## src/rtl/cond_negate_pipe_pkg.sv

```systemverilog
// Shared mode encoding for the conditional-negation pipeline.
// Imported by the core and the top level.
package cond_negate_pipe_pkg;

    typedef enum logic [1:0] {
        MODE_PASS = 2'b00,
        MODE_NEG  = 2'b01,
        MODE_ABS  = 2'b10,
        MODE_NABS = 2'b11
    } mode_e;

    localparam int MODE_W = 2;

endpackage

```

## src/rtl/cond_negate_core.sv

```systemverilog
// Combinational conditional negation with MIN overflow detection.
// Negation is ~(x - 1); a negated MIN is flagged and optionally clamped.
module cond_negate_core
    import cond_negate_pipe_pkg::*;
#(
    parameter int WIDTH    = 32,
    parameter bit SATURATE = 1'b1
) (
    input  logic [WIDTH-1:0]  x,
    input  logic [MODE_W-1:0] mode,
    output logic [WIDTH-1:0]  y,
    output logic              ovf
);

    localparam logic [WIDTH-1:0] MIN = {1'b1, {(WIDTH-1){1'b0}}};
    localparam logic [WIDTH-1:0] MAX = ~MIN;
    localparam logic [WIDTH-1:0] ONE = {{(WIDTH-1){1'b0}}, 1'b1};

    logic [WIDTH-1:0] neg;
    logic             sign;
    logic             do_neg;

    always_comb begin
        neg    = ~(x - ONE);
        sign   = x[WIDTH-1];
        do_neg = 1'b0;
        unique case (mode_e'(mode))
            MODE_PASS: do_neg = 1'b0;
            MODE_NEG:  do_neg = 1'b1;
            MODE_ABS:  do_neg = sign;
            MODE_NABS: do_neg = !sign;
            default:   do_neg = 1'b0;
        endcase
        ovf = do_neg && (x == MIN);
        if (ovf) begin
            y = SATURATE ? MAX : MIN;
        end else begin
            y = do_neg ? neg : x;
        end
    end

endmodule

```

## src/rtl/cond_negate_pipe.sv

```systemverilog
// Two-stage conditional-negation pipeline with valid/ready on both sides
// and a saturating counter of delivered overflowed results.
module cond_negate_pipe
    import cond_negate_pipe_pkg::*;
#(
    parameter int WIDTH    = 32,
    parameter bit SATURATE = 1'b1,
    parameter int CNT_W    = 16
) (
    input  logic              clk,
    input  logic              rst_n,
    input  logic              in_valid,
    output logic              in_ready,
    input  logic [WIDTH-1:0]  in_data,
    input  logic [MODE_W-1:0] in_mode,
    output logic              out_valid,
    input  logic              out_ready,
    output logic [WIDTH-1:0]  out_data,
    output logic              out_ovf,
    input  logic              ovf_clr,
    output logic [CNT_W-1:0]  ovf_count
);

    localparam logic [CNT_W-1:0] CNT_MAX = '1;
    localparam logic [CNT_W-1:0] CNT_ONE = {{(CNT_W-1){1'b0}}, 1'b1};

    logic              s1_valid_q, s1_valid_d;
    logic [WIDTH-1:0]  s1_data_q, s1_data_d;
    logic [MODE_W-1:0] s1_mode_q, s1_mode_d;
    logic              out_valid_q, out_valid_d;
    logic [WIDTH-1:0]  out_data_q, out_data_d;
    logic              out_ovf_q, out_ovf_d;
    logic [CNT_W-1:0]  cnt_q, cnt_d;

    logic             in_fire;
    logic             s2_load;
    logic             out_fire;
    logic [WIDTH-1:0] core_y;
    logic             core_ovf;

    cond_negate_core #(
        .WIDTH    (WIDTH),
        .SATURATE (SATURATE)
    ) u_core (
        .x    (s1_data_q),
        .mode (s1_mode_q),
        .y    (core_y),
        .ovf  (core_ovf)
    );

    // Readiness passes straight through from downstream so both stages
    // can advance on the same edge.
    always_comb begin
        in_ready = !s1_valid_q || !out_valid_q || out_ready;
        in_fire  = in_valid && in_ready;
        s2_load  = s1_valid_q && (!out_valid_q || out_ready);
        out_fire = out_valid_q && out_ready;
    end

    always_comb begin
        s1_valid_d  = s1_valid_q;
        s1_data_d   = s1_data_q;
        s1_mode_d   = s1_mode_q;
        out_valid_d = out_valid_q;
        out_data_d  = out_data_q;
        out_ovf_d   = out_ovf_q;
        cnt_d       = cnt_q;

        if (in_fire) begin
            s1_valid_d = 1'b1;
            s1_data_d  = in_data;
            s1_mode_d  = in_mode;
        end else if (s2_load) begin
            s1_valid_d = 1'b0;
        end

        if (s2_load) begin
            out_valid_d = 1'b1;
            out_data_d  = core_y;
            out_ovf_d   = core_ovf;
        end else if (out_fire) begin
            out_valid_d = 1'b0;
        end

        if (ovf_clr) begin
            cnt_d = '0;
        end else if (out_fire && out_ovf_q && (cnt_q != CNT_MAX)) begin
            cnt_d = cnt_q + CNT_ONE;
        end
    end

    always_ff @(posedge clk or negedge rst_n) begin
        if (!rst_n) begin
            s1_valid_q  <= 1'b0;
            s1_data_q   <= '0;
            s1_mode_q   <= '0;
            out_valid_q <= 1'b0;
            out_data_q  <= '0;
            out_ovf_q   <= 1'b0;
            cnt_q       <= '0;
        end else begin
            s1_valid_q  <= s1_valid_d;
            s1_data_q   <= s1_data_d;
            s1_mode_q   <= s1_mode_d;
            out_valid_q <= out_valid_d;
            out_data_q  <= out_data_d;
            out_ovf_q   <= out_ovf_d;
            cnt_q       <= cnt_d;
        end
    end

    assign out_valid = out_valid_q;
    assign out_data  = out_data_q;
    assign out_ovf   = out_ovf_q;
    assign ovf_count = cnt_q;

endmodule
```

## config.mk

```make
export PLATFORM = sky130hd
export DESIGN_NAME = cond_negate_pipe
export DESIGN_NICKNAME = d
export VERILOG_FILES = /design/src/rtl/cond_negate_pipe_pkg.sv /design/src/rtl/cond_negate_core.sv /design/src/rtl/cond_negate_pipe.sv
export SDC_FILE = /design/constraint.sdc
export NUM_CORES = 1
export LEC_CHECK = 0
export ABC_AREA = 1
export ABC_CLOCK_PERIOD_IN_PS = 3600
export CORE_UTILIZATION = 57
export CTS_BUF_LIST = sky130_fd_sc_hd__clkbuf_16
export CTS_CLUSTER_DIAMETER = 50
export CTS_CLUSTER_SIZE = 16
export DETAILED_ROUTE_END_ITERATION = 10
export PLACE_DENSITY = 0.82
export SLEW_MARGIN = 5
export SYNTH_ARGS = -nofsm -noshare
export SYNTH_HDL_FRONTEND = slang
export SYNTH_HIERARCHICAL = 1
export SYNTH_SLANG_ARGS = --single-unit
```

## constraint.sdc

```tcl
create_clock -name clk -period 3.6 [get_ports clk]
set_clock_uncertainty 0.15 [all_clocks]
set_input_delay 0.54 -clock clk [delete_from_list [all_inputs] [get_ports clk]]
set_output_delay 0.54 -clock clk [all_outputs]
set_load 0.01 [all_outputs]
```

== After elaboration in Yosys (flattened, before gate mapping) ==
Cells that the tools add are included.
Word-level totals
  output and inout port bits: 51
  bits in registers: 85
  bits of input ports: 39
Operators by class
  muxes and demuxes: 9
  reduce and logical (&&, ||, !) cells: 16
  bitwise gates (word level): 1
  add/subtract/negate cells: 2
  eq/ne operators: 5
Operator list (count)
  $mux 32: 2
  $eq 32x32->1 const B: 1
  $mux 16: 2
  $not 32->32: 1
  $sub 32x1->32 const B: 1
  $add 16x1->16 const B: 1
  $ne 16x16->1 const B: 1
  $logic_and 1x1->1: 6
  $reduce_bool 2->1: 3
  $eq 2x2->1 const B: 2
  $mux 1: 4
  $pmux 1 s4: 1
  $logic_not 1->1: 3
  $logic_or 1x1->1: 3
  $eq 2x1->1 const B: 1
  $logic_not 2->1: 1

== Logic depth before layout (Yosys ltp) ==
Gate-level depths: netlist (run 1).
  word-level depth: 5
  gate-level depth with buffers: 11
  mapped depth without buffers: 11

== Hierarchy ==
Netlist (run 1), hierarchy kept.
Modules (own cells, without submodules)
  cond_negate_pipe: area an instance 3647.2 um^2, seq. area each 2127.0 um^2, cells each 308, times used 1
  cond_negate_core: area an instance 1238.7 um^2, seq. area each 0.0 um^2, cells each 251, times used 1

== Worst setup path after synthesis (run 1) ==
Ideal clock, no wire load.
  kind: flip-flop to flip-flop
  start: register s1_data_q[1]
  end: register out_data_q[12], in the netlist out_data[12]
  slack: 1800 ps
  cell stages (with the launch flop): 10
  setup time: 125 ps
  arrival time: 1525 ps
  required time: 3325 ps
  cells stage by stage: dfrtp_1 inv_1 ha_1 nand3_1 nand2_2 nand2_2 nor2_4 xor2_1 nand2_1 mux2_2
On the way
  longest elaborated chain between the ends: 4
  elaborated cells on any way between the ends: 6
RTL lines
  start, declared: RTL line cond_negate_pipe.sv:28  | logic [WIDTH-1:0] s1_data_q, s1_data_d;
  start signal, assigned: RTL line cond_negate_pipe.sv:103  | s1_data_q <= s1_data_d;
  $sub 32x1->32: RTL line cond_negate_core.sv:24  | neg = ~(x - ONE);
  $not 32->32: RTL line cond_negate_core.sv:24
  $mux 32: RTL line cond_negate_core.sv:38  | y = do_neg ? neg : x;
  $mux 32 *: RTL line cond_negate_core.sv:35  | if (ovf) begin
  named net core_y[12]: RTL line cond_negate_pipe.sv:38  | logic [WIDTH-1:0] core_y;
  end signal, assigned: RTL line cond_negate_pipe.sv:106  | out_data_q <= out_data_d;
  end, declared: RTL line cond_negate_pipe.sv:31  | logic [WIDTH-1:0] out_data_q, out_data_d;
Mark *: on every way through the listed nets, which the timed path passes. The rest lies on a longest branch.
A chain may end at the register's enable or synchronous reset.

== Worst setup path in the final report (run 1) ==
  start: input out_ready
  end: output in_ready
On the way
  longest elaborated chain between the ends: 1
RTL lines
  start, declared: RTL line cond_negate_pipe.sv:17  | input logic out_ready,
  $logic_or 1x1->1: RTL line cond_negate_pipe.sv:54  | in_ready = !s1_valid_q || !out_valid_q || out_ready;
  end, declared: RTL line cond_negate_pipe.sv:13  | output logic in_ready,
Every way passes these cells.

==> key figures, run 1 <==
Pwr
  • Reg power frac: 0.398
  • Net Sw Frac: 0.321
  • Overall power: between 3 and 4 mW
  • Static leakage: ~2.8 nW
  • Combinational share of power: 0.359
  • Power Density: 568 mW/mm^2
  • Power share of the clock group: 0.243
  • Sw power: approximately 1.1 mW
  • Peak supply drop: between 0.2 and 0.3 mV
  • Cell Int Power: around 2.3 mW

Setup path
  • Crit start category: input port
  • Critical path endpoint category: output pin
  • FF-to-FF path depth: 8
  • CP dominant cell by count: clkdlybuf4s50_1
  • Cell family with most CP delay: buffers and inverters
  • Worst Path Buf+Inv: 3
  • Critical path origin: out_ready
  • Reg2Reg Capture Point: out_data[26]
  • Critical Path Fanout Max: 3
  • Setup CP Type: in -> out
  • Worst r2r src: s1_data_q[1]
  • CP max stage cell: clkdlybuf4s50_1
  • Reg2reg setup slack: between 1000 and 1500 ps
  • CP peak stage delay: around 540 ps
  • Critical Path AT: about 1700 ps
  • Crit. path cell count: 4
  • CP Cell Sequence: clkdlybuf4s50_1, inv_1, nand3_2, clkdlybuf4s50_1
  • Worst path required time: around 2900 ps

Detailed routing
  • Remaining DRCs: 0
  • Post-route ant nets: 0
  • Post-Route WL: about 11 mm
  • Wire per inst: between 15 and 20 um
  • DRT iter0 DRCs: around 250
  • Vias: between 4k and 5k
  • TritonRoute pass-1 iters: 5
  • Via-per-instance ratio: ~5.6

Outcome
  • Status: finished, final reports clean

Synth
  • Most common cell in the netlist: nand2_1
  • Mapped Cells: 559
  • Area leader, netlist: dfrtp_1
  • Flops & latches, synth: 85
  • Mean Syn Cell Area: approximately 8.7 sq um
  • Synth area leaders: dfrtp_1 (44%), mux2_2 (13%), nand2_1 (11%), nand3_1 (5.5%), nor2_1 (4.5%)
  • Post-synth EDFFs: 0
  • Ys flop type: dfrtp_1
  • Yosys cell types: 34
  • Sequential share of the synthesized area: 0.435
  • Commonest cells in the netlist: nand2_1 (140), dfrtp_1 (85), nor2_1 (58)
  • Yosys warnings: 6
  • Top cell type's share of synthesized area: 0.435
  • Mapped Area: between 0.004 and 0.005 sq mm
  • Synthesized net count: 600
  • Synth async-reset ratio: 1.00

STA
  • Worst slew pin tran: about 1100 ps
  • Slew HR: 0.286
  • Setup TNS Final: 0 ps
  • Final setup fails: 0
  • Unrepaired setup endpoints after global routing: false
  • Hold slack: approximately 210 ps
  • Post-layout min period: approximately 2400 ps
  • Final hold vios: 0
  • Post-route clock period utilization: 0.667
  • Fin worst setup slack: about 1200 ps
  • Fmax: 0.416 GHz
  • Max Slew Vio Count: 0

Global route
  • Vias in the first global route: between 4k and 5k
  • GRT Total Usage: 0.274
  • Initial antenna violation count: 0
  • Largest net degree at the start of global routing: 86
  • First-pass GRT wire length: 18.9 mm
  • GRT overflow: 0

Placed design
  • Area of placed instances: approximately 0.0058 sq mm
  • Inst Count DP: 740
  • Port buffer count: 89
  • RePlAce Congestion: 0.902
  • Place WS: 1070 ps
  • Post-DP HPWL: ~8.1 mm

Clock network
  • Post-CTS Resized: 0
  • CTS Root Cell: clkbuf_16
  • Clock Path Buffers: 2
  • H-tree levels: 3
  • Post-CTS Setup Inserts: 0
  • Clk Latency, worst-skew pair: 340 ps
  • Sink Count: 85
  • Cts hold-fix bufs: 0
  • Register clock-pin slew on the reported worst setup and hold paths: ~60 ps
  • CTS tree: built
  • Num CTS Buffers: 9

Run
  • Maxcap violations: 0

Floorplan
  • Die Wd: 94.6 um
  • Row cnt: 33
  • Die Ht: around 95 um
  • I/O pin total: 90
  • Core area: a little over 0.008 sq mm
  • Starting density of the core: 0.592
  • Total Die Area: just under 0.009 sq mm

Final layout
  • Diode count: 0
  • Non-filler cells in the finished layout: 756
  • Final core utilization: 0.735
  • Register area: around 0.0021 sq mm
  • Multi-input gate area: roughly 0.0025 sq mm
  • Design area: approximately 0.0061 sq mm
  • Layout cells sized above 1: 0.169
  • Nets: around 700
  • FILL cells: roughly 650
  • P&R area growth vs syn: 24.3%

Min path
  • Min-Delay Path Class: in -> async
==> worst register-to-register path, stage by stage, from the launching register on <==
cell and delay, ps:
dfrtp_1 380, inv_1 110, ha_1 240, nand3_1 190
o21ai_0 540, nand4_1 160, nand2_1 120, nand3_1 70
mux2_2 260
==> worst max-delay path by stage <==
stage	to	slack [ps]
after floorplan	out_data[12]	1800
after global placement	s1_data_q[21]	1160
after detailed placement	s1_data_q[11]	1070
after CTS	in_ready	1200
after global routing	out_data[26]	1130
final	in_ready	1200
==> cells by family (layout without fill, tap and decap cells) <==
logic type / count (synthesis) / in the layout / synth area share
fa+ha+maj: 2 / 2 / 0.00512
compound gates: 23 / 23 / 0.0254
simple gates: 306 / 306 / 0.294
xor+xnor: 15 / 15 / 0.0269
flops: 85 / 85 / 0.435
buf+inv: 61 / 153 / 0.0586
mux: 67 / 67 / 0.154
==> cells in the final DEF (no fill, tap or decap), types with 3 or more instances in the layout <==
cell,Yosys,final
o21ai_0,12,12
inv_1,44,45
nand2_4,4,4
nand2_1,140,140
nor2_2,8,8
nand3b_1,5,5
nor2_4,5,5
mux2_2,55,55
nand3_1,54,54
nand2_2,5,5
or2_2,4,4
mux2_1,12,12
o21ai_1,6,6
xor2_1,13,13
inv_2,3,3
clkbuf_16,0,9
nand3_2,7,7
dfrtp_1,85,85
clkinv_2,0,3
nand4_1,11,11
clkdlybuf4s50_1,0,88
nor2_1,58,58
==> sequential cells by signal (all words and copies together) (netlist names) <==
name	cells
s1_valid_q	1
s1_data_q	32
s1_mode_q	2
out_ovf	1
out_valid	1
out_data	32
ovf_count	16
==> metal layers <==
| metal | track usage | share of wire |
|---|---|---|
| met1 | 0.359 | 0.42 |
| met2 | 0.447 | 0.49 |
| met4 | 0.126 | 0.028 |
| met5 | 0 | 0 |
| met3 | 0.0419 | 0.058 |
==> cell type report <==
| type | instances | area share |
|---|---|---|
| multi-input combinational | 413 | 0.407 |
| sequential | 85 | 0.350 |
| timing repair buffer | 89 | 0.146 |
| clock buffer | 9 | 0.0371 |
| inverter | 48 | 0.0301 |
| tap | 105 | 0.0216 |
| clock inverter | 7 | 0.00721 |
==> power groups by stage <==
stage | clock network (mW) | registers (mW) | logic [mW]
after floorplan | 0 | 1.44 | 0.607
after global placement | 0 | 1.38 | 1.20
after detailed placement | 0 | 1.39 | 1.24
after CTS | 0.854 | 1.37 | 1.25
after global routing | 0.889 | 1.40 | 1.34
final | 0.839 | 1.37 | 1.24
Note: power is estimated with default switching activity, not from simulation.
==> run 2: changes to the inputs <==
ABC_CLOCK_PERIOD_IN_PS = 2200   (was 3600)
CORE_UTILIZATION = 48   (was 57)
PLACE_DENSITY = 0.73   (was 0.82)
clock period = 2.2 ns   (was 3.6 ns; I/O delays follow)
==> run 2 against run 1 <==
- setup slack lost 1100 ps
- sequential cell count stayed put
- routed wire length grew 0.22%
- count of clock-buffer cells in the layout did not move
- critical path type is now reg -> reg
- largest cell class unchanged
- largest power group unchanged
==> key figures, run 2 (synthesis gave the netlist of run 1 again) <==
Global route
  • GRT overflow: 0
  • First-pass GRT wire length: 18.8 mm
  • Vias in the first global route: about 4.0k
  • GRT Total Usage: 0.235
  • Largest net degree at the start of global routing: 42
  • Initial antenna violation count: 0

Placed design
  • RePlAce Congestion: between 0.9 and 1
  • Port buffer count: 89
  • Area of placed instances: slightly below 0.006 sq mm
  • Place WS: approximately 140 ps
  • Inst Count DP: between 700 and 800
  • Post-DP HPWL: 8.46 mm

Final layout
  • Layout cells sized above 1: 0.186
  • P&R area growth vs syn: 29.2%
  • Nets: ~700
  • Non-filler cells in the finished layout: 798
  • Design area: approximately 0.0063 sq mm
  • Diode count: 0
  • Commonest non-fill, non-tap cell in the layout: nand2_1
  • Final core utilization: 0.643
  • FILL cells: 846
  • Most frequent cells in the layout: nand2_1 (140), clkdlybuf4s50_1 (88), dfrtp_1 (85)

STA
  • Post-layout min period: a little over 2000 ps
  • Slew HR: 0.741
  • Final hold vios: 0
  • Setup TNS Final: 0 ps
  • Final setup fails: 0
  • Worst slew pin tran: roughly 390 ps
  • Fin worst setup slack: 133 ps
  • Max Slew Vio Count: 0
  • Fmax: 0.484 GHz
  • Post-route clock period utilization: 0.939
  • Hold slack: roughly 270 ps

Setup path
  • FF-to-FF path depth: 10
  • Critical Path Fanout Max: 5
  • CP dominant cell by count: nand3_1
  • Critical path endpoint category: flip-flop
  • CP max stage cell: dfrtp_1
  • Reg2reg setup slack: ~130 ps
  • Setup CP Type: reg -> reg
  • Critical Path AT: about 2200 ps
  • CP Cell Sequence: inv_1, ha_4, nand3_1, nand2_2, nand2_2, nor2_4, nand3_1, nand2_1, nand3_1, mux2_2
  • Worst path required time: between 2000 and 2500 ps
  • CP peak stage delay: 380 ps
  • Crit start category: flip-flop

Clock network
  • Register clock-pin slew on the reported worst setup and hold paths: 60 ps
  • Num CTS Buffers: 9
  • CTS Root Cell: clkbuf_16
  • Sink Count: between 80 and 90
  • CTS tree: built
  • Clock Path Buffers: 2
  • H-tree levels: 3
  • Clk Latency, worst-skew pair: between 300 and 400 ps

Pwr
  • Static leakage: approximately 2.9 nW
  • Power Density: between 900 and 1000 mW/mm^2
  • Overall power: approximately 6 mW
  • Peak supply drop: 0.487 mV

Detailed routing
  • DRT iter0 DRCs: 181
  • Wire per inst: 14.4 um
  • TritonRoute pass-1 iters: 7
  • Post-Route WL: roughly 12 mm
  • Vias: between 4k and 5k
  • Via-per-instance ratio: ~5.2
  • Remaining DRCs: 0
  • Post-route ant nets: 0

Outcome
  • Status: finished, final reports clean

Floorplan
  • Starting density of the core: 0.498
  • Row cnt: 36
  • Die Wd: approximately 100 um
  • Die Ht: between 100 and 150 um
  • I/O pin total: 90
  • Core area: 0.00982 sq mm
  • Total Die Area: 0.0106 sq mm

Min path
  • Min-Delay Path Class: in -> async

Run
  • Maxcap violations: 0
[run 2: cell types whose count changed in the layout (fill, tap and decap cells not counted), sizes merged]
cell	delta
dlygate4sd3	+1
clkinvlp	-1
bufinv	+2
inv	+1
clkinv	-2
buf	+13
[run 2: path summary, 6_finish.rpt]
kind / start / endpoint
setup / recovery: s1_data_q[1] / out_data[28]
hold / removal: rst_n / s1_data_q[4]
setup reg to reg: s1_data_q[1] / out_data[28]
hold reg to reg: s1_data_q[1] / s1_data_q[1]
max in group asynchronous: rst_n / s1_data_q[0]
min in group clk: s1_data_q[1] / s1_data_q[1]
[run 2: area by class of cell]
class	instances	area, sq um	share of cell area
flip-flops and latches	85	2130	0.337
repair buffers	103	1030	0.164
clock inverters	7	82.6	0.0131
multi-input cells	413	2500	0.395
clock buffers	9	225	0.0357
well taps	133	166	0.0264
inverters	48	183	0.0289
[run 2: layer usage]
layer,vias to the layer above,GRT usage,share of wire
met2,127,0.378,0.48
met5,-,0,0
li1,2035,-,-
met4,0,0.102,0.027
met1,1986,0.309,0.45
met3,27,0.0481,0.049
[run 2: critical path: cells and delay by family (launching register included)]
family	cells	cell delay [ps]
adder cells (fa/ha/maj)	1	170
buffers and inverters	1	140
flip-flops	1	380
multiplexers	1	280
AND/OR/NAND/NOR	7	840
[run 2: report_power, final]
group          switching, mW  total (mW)  internal [mW]
clock                  0.611        1.59          0.980
sequential             0.276        2.24           1.96
combinational          0.946        2.12           1.18
[run 2: timing repair]
| item | 4_1_cts | 5_1_grt |
|---|---|---|
| resized for setup | 0 | 4 |
| hold buffers | 1 | 0 |
| hold endpoints to repair | 22 | 0 |
| setup buffers | 0 | 2 |
| endpoints found under the setup margin | 0 | 3 |
